File: src/rtl/mmu_walk_arbiter_if.sv
// Walker-side handshake bundle between the TLB miss arbiter (master) and the page-table walker (slave).
interface mmu_walk_arbiter_if #(
  parameter int XLEN = 64
);
  logic            WalkReq;
  logic [XLEN-1:0] WalkVAdr;
  logic            WalkIsInstr;
  logic            WalkAck;
  logic            WalkDone;
  logic [XLEN-1:0] WalkPTE;
  logic [1:0]      WalkPageType;
  logic            WalkFault;

  modport master (
    output WalkReq, WalkVAdr, WalkIsInstr,
    input  WalkAck, WalkDone, WalkPTE, WalkPageType, WalkFault
  );

  modport slave (
    input  WalkReq, WalkVAdr, WalkIsInstr,
    output WalkAck, WalkDone, WalkPTE, WalkPageType, WalkFault
  );
endinterface

File: src/rtl/mmu_walk_arbiter.sv
// Shares one page-table walker between ITLB and DTLB misses; returns fills/faults as one-cycle strobes.
// Optional: define MMU_WALK_WATCHDOG_EN to force a fault on walks lasting WATCHDOG_CYCLES cycles.
module mmu_walk_arbiter #(
  parameter int XLEN            = 64,
  parameter int WATCHDOG_CYCLES = 1023
) (
  input  logic               clk,
  input  logic               reset,
  mmu_walk_arbiter_if.master walk,
  input  logic               ITLBMissF,
  input  logic               DTLBMissM,
  input  logic [XLEN-1:0]    IVAdrF,
  input  logic [XLEN-1:0]    DVAdrM,
  input  logic               TLBFlush,
  output logic               ITLBWriteF,
  output logic               DTLBWriteM,
  output logic [XLEN-1:0]    PTE,
  output logic [1:0]         PageTypeWriteVal,
  output logic               InstrWalkFaultF,
  output logic               DataWalkFaultM,
  output logic               WalkBusy
);
  typedef enum logic [2:0] {IDLE, REQ, WAIT, FILL, ABORT} state_t;

  state_t          state_q;
  logic [XLEN-1:0] vadr_q, pte_q;
  logic [1:0]      pt_q;
  logic            instr_q;
  logic            iwr_q, dwr_q, iflt_q, dflt_q;
  logic            tmo, wbusy;

`ifdef MMU_WALK_WATCHDOG_EN
  localparam int             WDW    = $clog2(WATCHDOG_CYCLES + 1);
  localparam logic [WDW-1:0] WD_LIM = WDW'(WATCHDOG_CYCLES);

  logic [WDW-1:0] wd_q, wd_d;
  logic           wbusy_q, wbusy_d;

  // REQ is only entered from IDLE, so holding the count at zero in IDLE clears it on entry.
  always_comb begin
    wd_d    = wd_q;
    wbusy_d = wbusy_q;
    if (state_q == IDLE) wd_d = '0;
    else if ((state_q == REQ || state_q == WAIT) && wd_q != WD_LIM) wd_d = wd_q + 1'b1;
    if (state_q == REQ && walk.WalkAck) wbusy_d = 1'b1;
    if (walk.WalkDone) wbusy_d = 1'b0;
  end

  always_ff @(posedge clk or negedge reset) begin
    if (!reset) begin
      wd_q    <= '0;
      wbusy_q <= 1'b0;
    end else begin
      wd_q    <= wd_d;
      wbusy_q <= wbusy_d;
    end
  end

  assign tmo   = (state_q == REQ || state_q == WAIT) && (wd_d == WD_LIM);
  assign wbusy = wbusy_q;
`else
  logic unused_wd;
  assign unused_wd = ^WATCHDOG_CYCLES;
  assign tmo       = 1'b0;
  assign wbusy     = 1'b0;
`endif

  always_ff @(posedge clk or negedge reset) begin
    if (!reset) begin
      state_q <= IDLE;
      vadr_q  <= '0;
      instr_q <= 1'b0;
      pte_q   <= '0;
      pt_q    <= '0;
      iwr_q   <= 1'b0;
      dwr_q   <= 1'b0;
      iflt_q  <= 1'b0;
      dflt_q  <= 1'b0;
    end else begin
      iwr_q  <= 1'b0;
      dwr_q  <= 1'b0;
      iflt_q <= 1'b0;
      dflt_q <= 1'b0;
      case (state_q)
        IDLE: begin
          // DTLB wins: the data access is older in the pipeline.
          if ((ITLBMissF | DTLBMissM) & ~TLBFlush) begin
            state_q <= REQ;
            instr_q <= ~DTLBMissM;
            vadr_q  <= DTLBMissM ? DVAdrM : IVAdrF;
          end
        end
        REQ: begin
          if (TLBFlush) state_q <= walk.WalkAck ? ABORT : IDLE;
          else if (tmo) begin
            state_q <= FILL;
            iflt_q  <= instr_q;
            dflt_q  <= ~instr_q;
          end else if (walk.WalkAck) state_q <= WAIT;
        end
        WAIT: begin
          if (TLBFlush) state_q <= walk.WalkDone ? IDLE : ABORT;
          else if (tmo) begin
            state_q <= FILL;
            iflt_q  <= instr_q;
            dflt_q  <= ~instr_q;
          end else if (walk.WalkDone) begin
            state_q <= FILL;
            pte_q   <= walk.WalkPTE;
            pt_q    <= walk.WalkPageType;
            iwr_q   <= instr_q & ~walk.WalkFault;
            dwr_q   <= ~instr_q & ~walk.WalkFault;
            iflt_q  <= instr_q & walk.WalkFault;
            dflt_q  <= ~instr_q & walk.WalkFault;
          end
        end
        FILL:    state_q <= (wbusy && !walk.WalkDone) ? ABORT : IDLE;
        ABORT:   if (walk.WalkDone) state_q <= IDLE;
        default: state_q <= IDLE;
      endcase
    end
  end

  assign walk.WalkReq     = (state_q == REQ);
  assign walk.WalkVAdr    = vadr_q;
  assign walk.WalkIsInstr = instr_q;
  assign WalkBusy         = (state_q != IDLE);
  assign PTE              = pte_q;
  assign PageTypeWriteVal = pt_q;

  // A flush landing on the FILL cycle must keep a stale translation out of the TLBs.
  assign ITLBWriteF      = iwr_q  & ~TLBFlush;
  assign DTLBWriteM      = dwr_q  & ~TLBFlush;
  assign InstrWalkFaultF = iflt_q & ~TLBFlush;
  assign DataWalkFaultM  = dflt_q & ~TLBFlush;
endmodule

File: src/flat_wrapper.sv
// flat-port wrapper written by rule: the top's interface ports become plain ports
module mmu_walk_arbiter_flat 
#(
  parameter int XLEN            = 64,
  parameter int WATCHDOG_CYCLES = 1023
)
  (clk, reset, ITLBMissF, DTLBMissM, IVAdrF, DVAdrM, TLBFlush, ITLBWriteF, DTLBWriteM, PTE, PageTypeWriteVal, InstrWalkFaultF, DataWalkFaultM, WalkBusy, walk_WalkReq, walk_WalkVAdr, walk_WalkIsInstr, walk_WalkAck, walk_WalkDone, walk_WalkPTE, walk_WalkPageType, walk_WalkFault);
  mmu_walk_arbiter_if #(.XLEN(XLEN)) walk_i ();
  input  logic clk;
  input  logic reset;
  input  logic ITLBMissF;
  input  logic DTLBMissM;
  input  logic [XLEN-1:0] IVAdrF;
  input  logic [XLEN-1:0] DVAdrM;
  input  logic TLBFlush;
  output logic ITLBWriteF;
  output logic DTLBWriteM;
  output logic [XLEN-1:0] PTE;
  output logic [1:0] PageTypeWriteVal;
  output logic InstrWalkFaultF;
  output logic DataWalkFaultM;
  output logic WalkBusy;
  output wire logic [$bits(walk_i.WalkReq)-1:0] walk_WalkReq;
  output wire logic [$bits(walk_i.WalkVAdr)-1:0] walk_WalkVAdr;
  output wire logic [$bits(walk_i.WalkIsInstr)-1:0] walk_WalkIsInstr;
  input wire logic [$bits(walk_i.WalkAck)-1:0] walk_WalkAck;
  input wire logic [$bits(walk_i.WalkDone)-1:0] walk_WalkDone;
  input wire logic [$bits(walk_i.WalkPTE)-1:0] walk_WalkPTE;
  input wire logic [$bits(walk_i.WalkPageType)-1:0] walk_WalkPageType;
  input wire logic [$bits(walk_i.WalkFault)-1:0] walk_WalkFault;
  assign walk_WalkReq = walk_i.WalkReq;
  assign walk_WalkVAdr = walk_i.WalkVAdr;
  assign walk_WalkIsInstr = walk_i.WalkIsInstr;
  assign walk_i.WalkAck = walk_WalkAck;
  assign walk_i.WalkDone = walk_WalkDone;
  assign walk_i.WalkPTE = walk_WalkPTE;
  assign walk_i.WalkPageType = walk_WalkPageType;
  assign walk_i.WalkFault = walk_WalkFault;
  mmu_walk_arbiter #(.XLEN(XLEN), .WATCHDOG_CYCLES(WATCHDOG_CYCLES)) u_core (.clk(clk), .reset(reset), .walk(walk_i), .ITLBMissF(ITLBMissF), .DTLBMissM(DTLBMissM), .IVAdrF(IVAdrF), .DVAdrM(DVAdrM), .TLBFlush(TLBFlush), .ITLBWriteF(ITLBWriteF), .DTLBWriteM(DTLBWriteM), .PTE(PTE), .PageTypeWriteVal(PageTypeWriteVal), .InstrWalkFaultF(InstrWalkFaultF), .DataWalkFaultM(DataWalkFaultM), .WalkBusy(WalkBusy));
endmodule
File: config.mk
export PLATFORM = sky130hd
export DESIGN_NAME = mmu_walk_arbiter_flat
export DESIGN_NICKNAME = d
export VERILOG_FILES = /design/src/rtl/mmu_walk_arbiter_if.sv /design/src/rtl/mmu_walk_arbiter.sv /design/src/flat_wrapper.sv
export SDC_FILE = /design/constraint.sdc
export NUM_CORES = 1
export LEC_CHECK = 0
export BUFFER_PORTS_ARGS = -buffer_cell sky130_fd_sc_hd__buf_2
export CORE_AREA = 2 2 130 132
export DETAILED_ROUTE_END_ITERATION = 12
export DIE_AREA = 0 0 132 134
export PLACE_DENSITY = 0.69
export RECOVER_POWER = 25
export SLEW_MARGIN = 40
export SYNTH_ARGS = -nofsm -noshare
export SYNTH_HDL_FRONTEND = slang
export SYNTH_SLANG_ARGS = --single-unit
File: constraint.sdc
create_clock -name clk -period 3.1 [get_ports clk]
set_input_delay 0.155 -clock clk [delete_from_list [all_inputs] [get_ports clk]]
set_output_delay 0.155 -clock clk [all_outputs]
set_load 0.02 [all_outputs]
# Yosys cells after proc, flatten, opt, wreduce, memory -nomap -nowiden
# Index checks and enable logic that the tools add are counted.
# totals
reg_bits	138
elab_cells	57
out_inout_bits	137
inputBits	202
# op_classes
eq_ne	7
bitwise	14
mux	22
reduce_logical	5
# ops
operator	n
$mux W64	1
$mux W3	8
$mux W1	12
$pmux W3 S4	1
$and A1 B1 Y1	9
$not A1 Y1	4
$reduce_and A4 Y1	1
$eq A3 B1 Y1 const B	1
$eq A3 B2 Y1 const B	1
$eq A3 B3 Y1 const B	1
$logic_not A3 Y1	1
$ne A3 B2 Y1 const B	1
$ne A3 B3 Y1 const B	1
$reduce_and A3 Y1	1
$reduce_bool A3 Y1	1
$ne A2 B1 Y1 const B	1
$ne A2 B2 Y1 const B	1
$reduce_and A2 Y1	1
$or A1 B1 Y1	1

# Depth between registers and ports, before layout
# Gate-level depths: netlist of the first run.
# logic_depth
word_depth	5
ltp_mapped	7
depth_no_buf	3

# Worst setup path after synthesis of the first run
# OpenSTA, ideal clock, no wires.
# synth_timing
kind	register to register
start	register u_core.state_q[0]
end	register u_core.pte_q[0] (netlist: u_core.PTE[0])
t_required_ns	2.975
arrival_ns	1.459
setup_ns	0.125
path_buffers	4
path_stages_with_launch	8
period_less_slack_ns	1.584
path_slack_ns	1.516
cell_sequence	dfrtp_1 buf_2 nor2b_4 and3_1 buf_6 buf_12 buf_8 mux2_4
# synth_via
elab_chain_cells	2
# synth_lines
item	line_no	source
start: declaration	mmu_walk_arbiter.sv:25	state_t state_q;
start signal: assignment	mmu_walk_arbiter.sv:94	if (TLBFlush) state_q <= walk.WalkAck ? ABORT : IDLE;
start signal: assignment	mmu_walk_arbiter.sv:102	if (TLBFlush) state_q <= walk.WalkDone ? IDLE : ABORT;
start signal: assignment	mmu_walk_arbiter.sv:117	FILL: state_q <= (wbusy && !walk.WalkDone) ? ABORT : IDLE;
$eq A3 B2 Y1	mmu_walk_arbiter.sv:84	case (state_q)
$reduce_and A3 Y1 (no line)	-	
end signal: assignment	mmu_walk_arbiter.sv:109	pte_q <= walk.WalkPTE;
end: declaration	mmu_walk_arbiter.sv:26	logic [XLEN-1:0] vadr_q, pte_q;
# No other way between the ends.
# A chain may end at the register's enable or synchronous reset.

# Final worst setup path of the first run
# layout_timing
start	register u_core.state_q[2]
end	register u_core.pte_q[6] (netlist: u_core.PTE[6])
# The elaborated chain is that of the path after synthesis.

==> flow_metrics.py, run 1 <==
metrics = {
    "yosys": {
        "synth_cell_types": 29,
        "compound_gate_fraction_of_synth_area_pct": 0.659,
        "syn_area_per_cell_um2": 15.8,
        "post_synth_fa_ha_maj_area_fraction_pct": 0,
        "synth_seq_area_share_pct": 56.9,
        "synth.cell_area_um2": 6070,
        "synthesis.nets": 587,
        "syn-instance-count": 385,
        "synth_top_cell_by_area": "dfrtp_1",
        "synth_enable_flop_cells": 0,
        "synth_top_family_by_area": "multiplexers",
        "synth_simple_gate_area_share_pct": 2.18,
        "synth_xor_area_share_pct": 0,
        "synth.area.mux_share_pct": 37.2,
        "synth_top_area_share_pct": 56.9,
        "yosysWarnings": 0,
        "postSynth.asyncResetShare_pct": 100,
        "yosys-top-cells-area": "dfrtp_1 57%, mux2_2 32%, mux2_4 4.4%, buf_4 1.1%, buf_12 0.66%",
        "postSynthRegisterBits": 138,
        "dominantRegCellSynth": "dfrtp_1",
    },
    "sta": {
        "final.min_clock_period_ns": 2.17,
        "unrepaired_setup_endpoints_after_global_routing": "no",
        "final_tns_setup_ns": 0,
        "clock.fmax_mhz": 462,
        "final_hold_viol_count": 0,
        "post-route-period-util_pct": 69.8,
        "report.final.setup_viol": 0,
        "max_slew.worst_pin.slew_ns": 1.21,
        "finClkSkew_ns": 0.00581,
        "slew_headroom_pct": 19.4,
        "hold_slack_ns": 0.0110,
        "timing.final.max_slew_violations": 0,
    },
    "layout": {
        "layout_commonest_cell": "buf_2",
        "layout.nets": 998,
        "drive_above_1_share_pct": 68.1,
        "final_cell_mix": "318 x buf_2, 174 x mux2_2, 138 x dfrtp_1, 69 x dlygate4sd3_1, 21 x clkbuf_1",
        "antenna_cells_inserted": 0,
        "postLayoutCellArea_um2": 9210,
        "areaGrowthSynthToFinish_pct": 51.7,
    },
    "floorplanning": {
        "die_height_um": 134,
        "std_cell_rows": 47,
        "floorplan.core_area_um2": 16300,
        "design.portCount": 339,
        "die_w_um": 132,
        "initial_utilization_pct": 37.3,
        "die-area_um2": 17700,
    },
    "route": {
        "wire_per_inst_um": 16.3,
        "drc_errors": 0,
        "detailedRoute.firstPassIterationCount": 4,
        "starting_drt_drc_count": 91,
        "detailroute.via_count": 4721,
        "antenna_violating_nets_post_route": 0,
        "routed_via_density": 4.59,
        "routed_wl_um": 16700,
    },
    "critical_path": {
        "worst_r2r_path_depth": 4,
        "critical-path-top-delay-family": "simple AND/OR/NAND/NOR gates",
        "worstPathCellList": "nor2_1 > and3_4 > buf_4 > mux2_2",
        "timing.critical_path.required_ns": 3.40,
        "critical_path.max_stage_delay_ns": 0.53,
        "crit_path_end_kind": "register",
        "setup.reg_to_reg.worst_slack_ns": 0.93,
        "crit-reg2reg-capture": "u_core.PTE[6]",
        "timing.critical_path.from_type": "register",
        "critPathKind": "reg2reg",
        "worst-endpoint-arrival_ns": 2.46,
        "crit_path_max_fanout": 32,
        "cp_slowest_cell": "and3_4",
        "r2r-start": "u_core.state_q[2]",
        "path_buf_inv": 1,
    },
    "clock_tree": {
        "numCtsBuffers": 17,
        "postCtsResizedCells": 0,
        "clk_latency_ns": 0.41,
        "htree_num_levels": 4,
        "cts.path.max_buffers": 2,
        "cts_tree": "done",
        "cts.reportedPaths.clkPinSlew_ns": 0.06,
        "cts.root.buffer_cell": "clkbuf_16",
        "cts_sinks": 138,
    },
    "global_route": {
        "number_of_antenna_violations_at_the_first_check_in_global_routing": 0,
        "first_global_vias": 5329,
        "global_route_wire_length_before_repair_um": 26600,
        "globalRouteTotalUtil_pct": 19.1,
        "maximum_number_of_pins_on_one_net_before_global_route_repair": 83,
        "overflow": 0,
    },
    "power_and_ir_drop": {
        "vdd_drop_max_mv": 0.472,
        "p_leak_nw": 4.60,
        "cellPowerDensity_nw_per_um2": 834,
    },
    "run": {
        "drv_cap": 0,
    },
    "placement": {
        "portBuffers": 338,
        "place_area_um2": 7940,
        "detailedPlacementHpwl_um": 12200,
        "globalplace.congestion": 0.821,
    },
    "hold_path": {
        "holdCritStartpoint": "TLBFlush",
        "worst_hold_path.endpoint": "u_core.state_q[0]",
        "hold_class": "in2reg",
        "hold-path-cell-count": 2,
    },
    "status": {
        "outcome": "finished clean",
    },
}
==> layer usage <==
metal	GRT usage, %	wire length (µm)	up-vias
met5	0	0	-
met4	8.88	496	0
met3	5.93	1210	38
met2	36.0	9100	221
met1	19.0	5920	2260
li1	-	-	2202
==> report_power, final <==
part | switching [mW] | leakage [nW] | total [mW] | internal, mW
Combinational | 1.58 | 2.61 | 2.81 | 1.23
Clock | 0.821 | 0.276 | 2.03 | 1.20
Sequential | 0.360 | 1.71 | 2.85 | 2.49
Total | 2.76 | 4.60 | 7.69 | 4.92
==> layout make-up <==
| class | instances | area (µm²) |
|---|---|---|
| clock buffer | 18 | 429 |
| clock inverter | 14 | 163 |
| fill | 1341 | 7080 |
| inverter | 1 | 3.75 |
| multi-input combinational | 223 | 2440 |
| sequential | 138 | 3450 |
| tap | 220 | 275 |
| timing repair buffer | 415 | 2450 |
==> per-stage QoR <==
| stage | worst slack [ns] | power (mW) | utilization, % | cells |
|---|---|---|---|---|
| 6_report | 0.935 | 7.69 | 56.5 | 1029 |
| 5_1_grt | 0.825 | 8.08 | 56.5 | 1029 |
| 4_1_cts | 1.03 | 7.78 | 56.6 | 1028 |
| 3_5_place_dp | 1.05 | 5.66 | 48.7 | 927 |
| 3_3_place_gp | 1.15 | 5.55 | 48.7 | 927 |
| 2_1_floorplan | 1.52 | 4.54 | - | 385 |
==> kinds of logic after synthesis <==
group	count (synthesis)
muxes	195
DFF	138
buffers and inverters	24
and+or+nand+nor	22
AOI/OAI and AO/OA	6
==> Yosys cell counts (all sizes together) (2+ instances only) <==
master and instances:
and3 3, nor3 3, dfrtp 138, buf 22, nor2 3, nor2b 6, nor3b 2, or3 2
nand2 2, mux2 194
==> worst max-delay path by stage <==
stage / start / endpoint / slack (ns) / cells after the start
after floorplan: u_core.state_q[0] / u_core.PTE[0] / 1.52 / 7
after global placement: u_core.state_q[0] / u_core.PTE[5] / 1.15 / 4
after detailed placement: u_core.state_q[2] / u_core.PTE[63] / 1.05 / 4
after CTS: u_core.state_q[2] / u_core.PageTypeWriteVal[0] / 1.03 / 4
after global routing: u_core.state_q[2] / u_core.PTE[6] / 0.83 / 4
final: u_core.state_q[2] / u_core.PTE[6] / 0.93 / 4
==> flip-flops by register name, summed over array words and instances (netlist names) <==
signal	count
u_core.PTE	64
u_core.walk.WalkVAdr	64
u_core.state_q	3
u_core.PageTypeWriteVal	2
u_core.dflt_q	1
u_core.dwr_q	1
u_core.iflt_q	1
u_core.iwr_q	1
u_core.walk.WalkIsInstr	1
==> repair_timing <==
action,in CTS,in global routing
hold buffers,69,0
hold endpoints to repair,150,0
buffers inserted,0,0
Note: power is estimated with default switching activity, not from simulation.
==> inputs of run 2 (changes only) <==
--- a/config.mk
+++ b/config.mk
@@ -9,7 +9,7 @@
 export CORE_AREA = 2 2 130 132
 export DETAILED_ROUTE_END_ITERATION = 12
 export DIE_AREA = 0 0 132 134
-export PLACE_DENSITY = 0.69
+export PLACE_DENSITY = 0.72
 export RECOVER_POWER = 25
 export SLEW_MARGIN = 40
 export SYNTH_ARGS = -nofsm -noshare
==> constraint.sdc (replaced) <==
create_clock -name clk -period 1.8 [get_ports clk]
set_input_delay 0.09 -clock clk [delete_from_list [all_inputs] [get_ports clk]]
set_output_delay 0.09 -clock clk [all_outputs]
set_load 0.02 [all_outputs]
==> flow_metrics.py, run 2 (synthesis results as in run 1) <==
metrics = {
    "status": {
        "outcome": "finished clean",
    },
    "power_and_ir_drop": {
        "vdd_drop_max_mv": 0.766,
        "cellPowerDensity_nw_per_um2": 1420,
        "p_leak_nw": 4.69,
    },
    "route": {
        "detailroute.via_count": 4756,
        "drc_errors": 0,
        "wire_per_inst_um": 15.7,
        "detailedRoute.firstPassIterationCount": 4,
        "routed_wl_um": 16200,
        "starting_drt_drc_count": 167,
        "routed_via_density": 4.60,
        "antenna_violating_nets_post_route": 0,
    },
    "sta": {
        "post-route-period-util_pct": 96.2,
        "clock.fmax_mhz": 577,
        "final_tns_setup_ns": 0,
        "final_hold_viol_count": 0,
        "unrepaired_setup_endpoints_after_global_routing": "no",
        "hold_slack_ns": 0.0368,
        "finClkSkew_ns": 0.00666,
        "max_slew.worst_pin.slew_ns": 1.21,
        "timing.final.max_slew_violations": 0,
        "slew_headroom_pct": 19.0,
        "final.min_clock_period_ns": 1.73,
        "report.final.setup_viol": 0,
    },
    "global_route": {
        "grt.met2_usage_pct": 34.8,
        "overflow": 0,
        "global_route_wire_length_before_repair_um": 25700,
        "globalRouteTotalUtil_pct": 18.4,
        "met1_usage_pct": 19.5,
        "maximum_number_of_pins_on_one_net_before_global_route_repair": 51,
        "first_global_vias": 5084,
        "grt.busiest_layer": "met2",
        "number_of_antenna_violations_at_the_first_check_in_global_routing": 0,
        "grt_util_met3_pct": 5.44,
    },
    "layout": {
        "antenna_cells_inserted": 0,
        "layout_commonest_cell": "buf_2",
        "drive_above_1_share_pct": 70.8,
        "final_cell_mix": "337 x buf_2, 174 x mux2_2, 137 x dfrtp_1, 71 x dlygate4sd3_1, 18 x mux2_4",
        "multi_input_area_um2": 2440,
        "layout.nets": 1004,
        "areaGrowthSynthToFinish_pct": 53.4,
        "num-fill-cells": 1326,
        "regArea_um2": 3450,
        "postLayoutCoreUtil_pct": 57.2,
    },
    "floorplanning": {
        "design.portCount": 339,
        "die-area_um2": 17700,
        "floorplan.core_area_um2": 16300,
        "die_height_um": 134,
        "std_cell_rows": 47,
        "initial_utilization_pct": 37.3,
        "die_w_um": 132,
    },
    "clock_tree": {
        "cts.path.max_buffers": 2,
        "post-cts-setup-buffer-count": 0,
        "cts.root.buffer_cell": "clkbuf_16",
        "cts_sinks": 138,
        "cts_tree": "done",
        "numCtsBuffers": 17,
        "clk_latency_ns": 0.41,
        "htree_num_levels": 4,
        "cts.reportedPaths.clkPinSlew_ns": 0.06,
    },
    "critical_path": {
        "critPathKind": "reg2reg",
        "timing.critical_path.from_type": "register",
        "worst_r2r_path_depth": 4,
        "timing.critical_path.required_ns": 2.09,
        "crit_path_end_kind": "register",
        "worst-endpoint-arrival_ns": 2.02,
        "crit_path_max_fanout": 50,
    },
    "placement": {
        "portBuffers": 338,
        "detailedPlacementHpwl_um": 11500,
        "globalplace.congestion": 0.768,
    },
    "run": {
        "drv_cap": 0,
    },
    "hold_path": {
        "hold-path-cell-count": 3,
        "hold_class": "in2reg",
    },
}
run 2: repair_timing:
item | CTS | global route
gates resized for setup | 0 | 2
endpoints found under the setup margin | 0 | 7
endpoints found under the hold margin | 169 | 0
hold buffers | 71 | 0
run 2: metrics by stage:
stage	instances	instance area (µm²)	power, mW	setup WS (ns)
after floorplan	385	6070	7.82	0.216
after global placement	932	8020	9.59	0.141
after detailed placement	932	8020	9.70	0.111
after CTS	1035	9320	13.4	0.0782
after global routing	1035	9320	13.9	0.00241
final	1035	9320	13.3	0.0684
run 2: power by group:
part | leakage (nW) | switching, mW | total [mW] | internal (mW)
Combinational | 2.71 | 2.70 | 4.89 | 2.19
Sequential | 1.71 | 0.607 | 4.89 | 4.28
Clock | 0.273 | 1.41 | 3.49 | 2.07
Total | 4.69 | 4.72 | 13.3 | 8.55
run 2: path summary, 6_finish.rpt:
| kind | startpoint | end | slack, ns |
|---|---|---|---|
| worst max-delay path | u_core.state_q[0] | u_core.PTE[23] | 0.07 |
| worst min-delay path | DVAdrM[31] | u_core.walk.WalkVAdr[31] | 0.04 |
| worst max register to register | u_core.state_q[0] | u_core.PTE[23] | 0.07 |
| worst min register to register | u_core.walk.WalkVAdr[62] | u_core.walk.WalkVAdr[62] | 0.49 |
| max in group asynchronous | reset | u_core.PTE[33] | 0.39 |
| min in group asynchronous | reset | u_core.PTE[41] | 0.47 |
run 2: cell type report:
type	instances	area share, %
Clock buffer	18	4.61
Clock inverter	14	1.73
Inverter	1	0.0403
Multi-Input combinational cell	223	26.2
Sequential cell	138	37.1
Tap cell	220	2.95
Timing Repair Buffer	421	27.4
run 2: worst max-delay path: stages, from the launching register on:
cell and delay, ns:
dfrtp_1 0.48, nor2b_4 0.19, and3_2 0.25, buf_12 0.27, mux2_2 0.38
run 2: per-layer routing:
layer  wire length [µm]  vias up  part of all wire (%)
met5                  0        -                     0
met4                309        0                   1.9
met3               1020       26                   6.3
met2               8830      201                    54
met1               6070     2312                    37
li1                   -     2217                     -
==> inputs of run 3 (changes only) <==
--- a/config.mk
+++ b/config.mk
@@ -6,11 +6,12 @@
 export NUM_CORES = 1
 export LEC_CHECK = 0
 export BUFFER_PORTS_ARGS = -buffer_cell sky130_fd_sc_hd__buf_2
-export CORE_AREA = 2 2 130 132
+export CORE_AREA = 2 2 151 109
 export DETAILED_ROUTE_END_ITERATION = 12
-export DIE_AREA = 0 0 132 134
-export PLACE_DENSITY = 0.72
+export DIE_AREA = 0 0 153 111
+export PLACE_DENSITY = 0.75
 export RECOVER_POWER = 25
+export SKIP_LAST_GASP = 1
 export SLEW_MARGIN = 40
 export SYNTH_ARGS = -nofsm -noshare
 export SYNTH_HDL_FRONTEND = slang
==> flow_metrics.py, run 3 (synthesis results as in run 1) <==
metrics = {
    "sta": {
        "final_tns_setup_ns": 0,
        "hold_slack_ns": 0.0385,
        "final_hold_viol_count": 0,
        "timing.final.max_slew_violations": 0,
        "post-route-period-util_pct": 94.2,
        "max_slew.worst_pin.slew_ns": 1.40,
        "slew_headroom_pct": 6.45,
        "finClkSkew_ns": 0.0109,
        "final.min_clock_period_ns": 1.70,
        "unrepaired_setup_endpoints_after_global_routing": "no",
        "clock.fmax_mhz": 590,
        "report.final.setup_viol": 0,
    },
    "layout": {
        "multi_input_area_um2": 2440,
        "areaGrowthSynthToFinish_pct": 52.8,
        "drive_above_1_share_pct": 70.8,
        "regArea_um2": 3450,
        "num-fill-cells": 1257,
        "layout_commonest_cell": "buf_2",
        "final_cell_mix": "337 x buf_2, 174 x mux2_2, 138 x dfrtp_1, 70 x dlygate4sd3_1, 18 x mux2_4",
        "antenna_cells_inserted": 0,
        "postLayoutCellArea_um2": 9280,
        "layout.nets": 1004,
    },
    "clock_tree": {
        "clk_latency_ns": 0.41,
        "cts_tree": "done",
        "cts.path.max_buffers": 2,
        "htree_num_levels": 4,
        "cts_sinks": 138,
        "post-cts-setup-buffer-count": 0,
        "cts.reportedPaths.clkPinSlew_ns": 0.06,
        "cts.root.buffer_cell": "clkbuf_16",
        "numCtsBuffers": 17,
        "postCtsResizedCells": 0,
    },
    "placement": {
        "globalplace.congestion": 0.745,
        "portBuffers": 338,
        "place_area_um2": 8020,
        "detailedPlacementHpwl_um": 11200,
    },
    "floorplanning": {
        "die-area_um2": 17000,
        "die_w_um": 153,
        "initial_utilization_pct": 38.5,
        "design.portCount": 339,
        "floorplan.core_area_um2": 15800,
        "std_cell_rows": 39,
        "die_height_um": 111,
    },
    "route": {
        "detailroute.via_count": 4676,
        "wire_per_inst_um": 15.6,
        "routed_wl_um": 16000,
        "detailedRoute.firstPassIterationCount": 4,
        "drc_errors": 0,
        "routed_via_density": 4.58,
        "antenna_violating_nets_post_route": 0,
        "starting_drt_drc_count": 133,
    },
    "global_route": {
        "grt_util_met3_pct": 5.00,
        "number_of_antenna_violations_at_the_first_check_in_global_routing": 0,
        "globalRouteTotalUtil_pct": 19.0,
        "maximum_number_of_pins_on_one_net_before_global_route_repair": 67,
        "grt.met2_usage_pct": 32.7,
        "met1_usage_pct": 23.0,
        "grt.busiest_layer": "met2",
        "global_route_wire_length_before_repair_um": 25400,
        "overflow": 0,
        "first_global_vias": 4835,
    },
    "power_and_ir_drop": {
        "p_leak_nw": 4.69,
        "vdd_drop_max_mv": 0.734,
        "total_power_mw": 13.1,
        "cellPowerDensity_nw_per_um2": 1410,
    },
    "critical_path": {
        "crit_path_end_kind": "register",
        "worst-endpoint-arrival_ns": 1.97,
        "timing.critical_path.required_ns": 2.08,
        "timing.critical_path.from_type": "register",
        "critPathKind": "reg2reg",
        "crit_path_max_fanout": 28,
    },
    "hold_path": {
        "hold_class": "in2reg",
    },
    "status": {
        "outcome": "finished clean",
    },
    "run": {
        "drv_cap": 0,
    },
}
==> run 3: changes by cell type in the layout (fill, tap and decap cells not counted), sizes merged <==
cell / previous run / this run
bufinv: 2 / 1
clkbuf: 20 / 21
clkinv: 0 / 2
clkinvlp: 5 / 4
dlygate4sd3: 71 / 70
==> run 3: final timing paths <==
kind                                                from                       end  slack, ns  cells past startpoint
worst max-delay path                   u_core.state_q[2]            u_core.PTE[32]       0.10                      4
worst min-delay path                          IVAdrF[15]  u_core.walk.WalkVAdr[15]       0.04                      3
worst max register to register         u_core.state_q[2]            u_core.PTE[32]       0.10                      4
worst min register to register  u_core.walk.WalkVAdr[39]  u_core.walk.WalkVAdr[39]       0.50                      1
max in group asynchronous                          reset   u_core.walk.WalkIsInstr       0.32                      3
min in group asynchronous                          reset            u_core.PTE[61]       0.56                      2
==> run 3: power breakdown <==
part	leakage, nW	total, mW	switching [mW]	internal, mW
registers	1.71	4.85	0.568	4.28
logic	2.71	4.92	2.72	2.20
clock network	0.267	3.33	1.39	1.94
==> run 3: area by class of cell <==
cell class | count | share of cell area (%)
well taps | 205 | 2.76
clock buffers | 18 | 4.62
flip-flops and latches | 138 | 37.2
repair buffers | 421 | 27.6
inverters | 1 | 0.0404
multi-input cells | 223 | 26.3
clock inverters | 14 | 1.48
==> run 3: per-layer routing <==
layer	wire length (µm)	vias up
li1	-	2224
met1	6520	2218
met2	8010	206
met3	1040	28
met4	382	0
met5	0	-
==> run 3: per-stage QoR <==
stage	std cells	utilization (%)	worst slack (ns)
finish	1020	58.9	0.104
global route	1020	58.9	0.0234
CTS	1020	59.0	0.0944
detailed placement	918	50.9	0.102
global placement	918	50.9	0.165
floorplan	385	-	0.216
==> run 3: critical path: stages (launching register included) <==
cell     delay (ns)
dfrtp_1        0.43
nor2_2         0.20
and3_4         0.32
buf_12         0.23
mux2_2         0.37
==> run 3: timing repair <==
| action | CTS | global route |
|---|---|---|
| endpoints found under the hold margin | 121 | 0 |
| hold buffers | 70 | 0 |
| setup endpoints to repair | 0 | 0 |
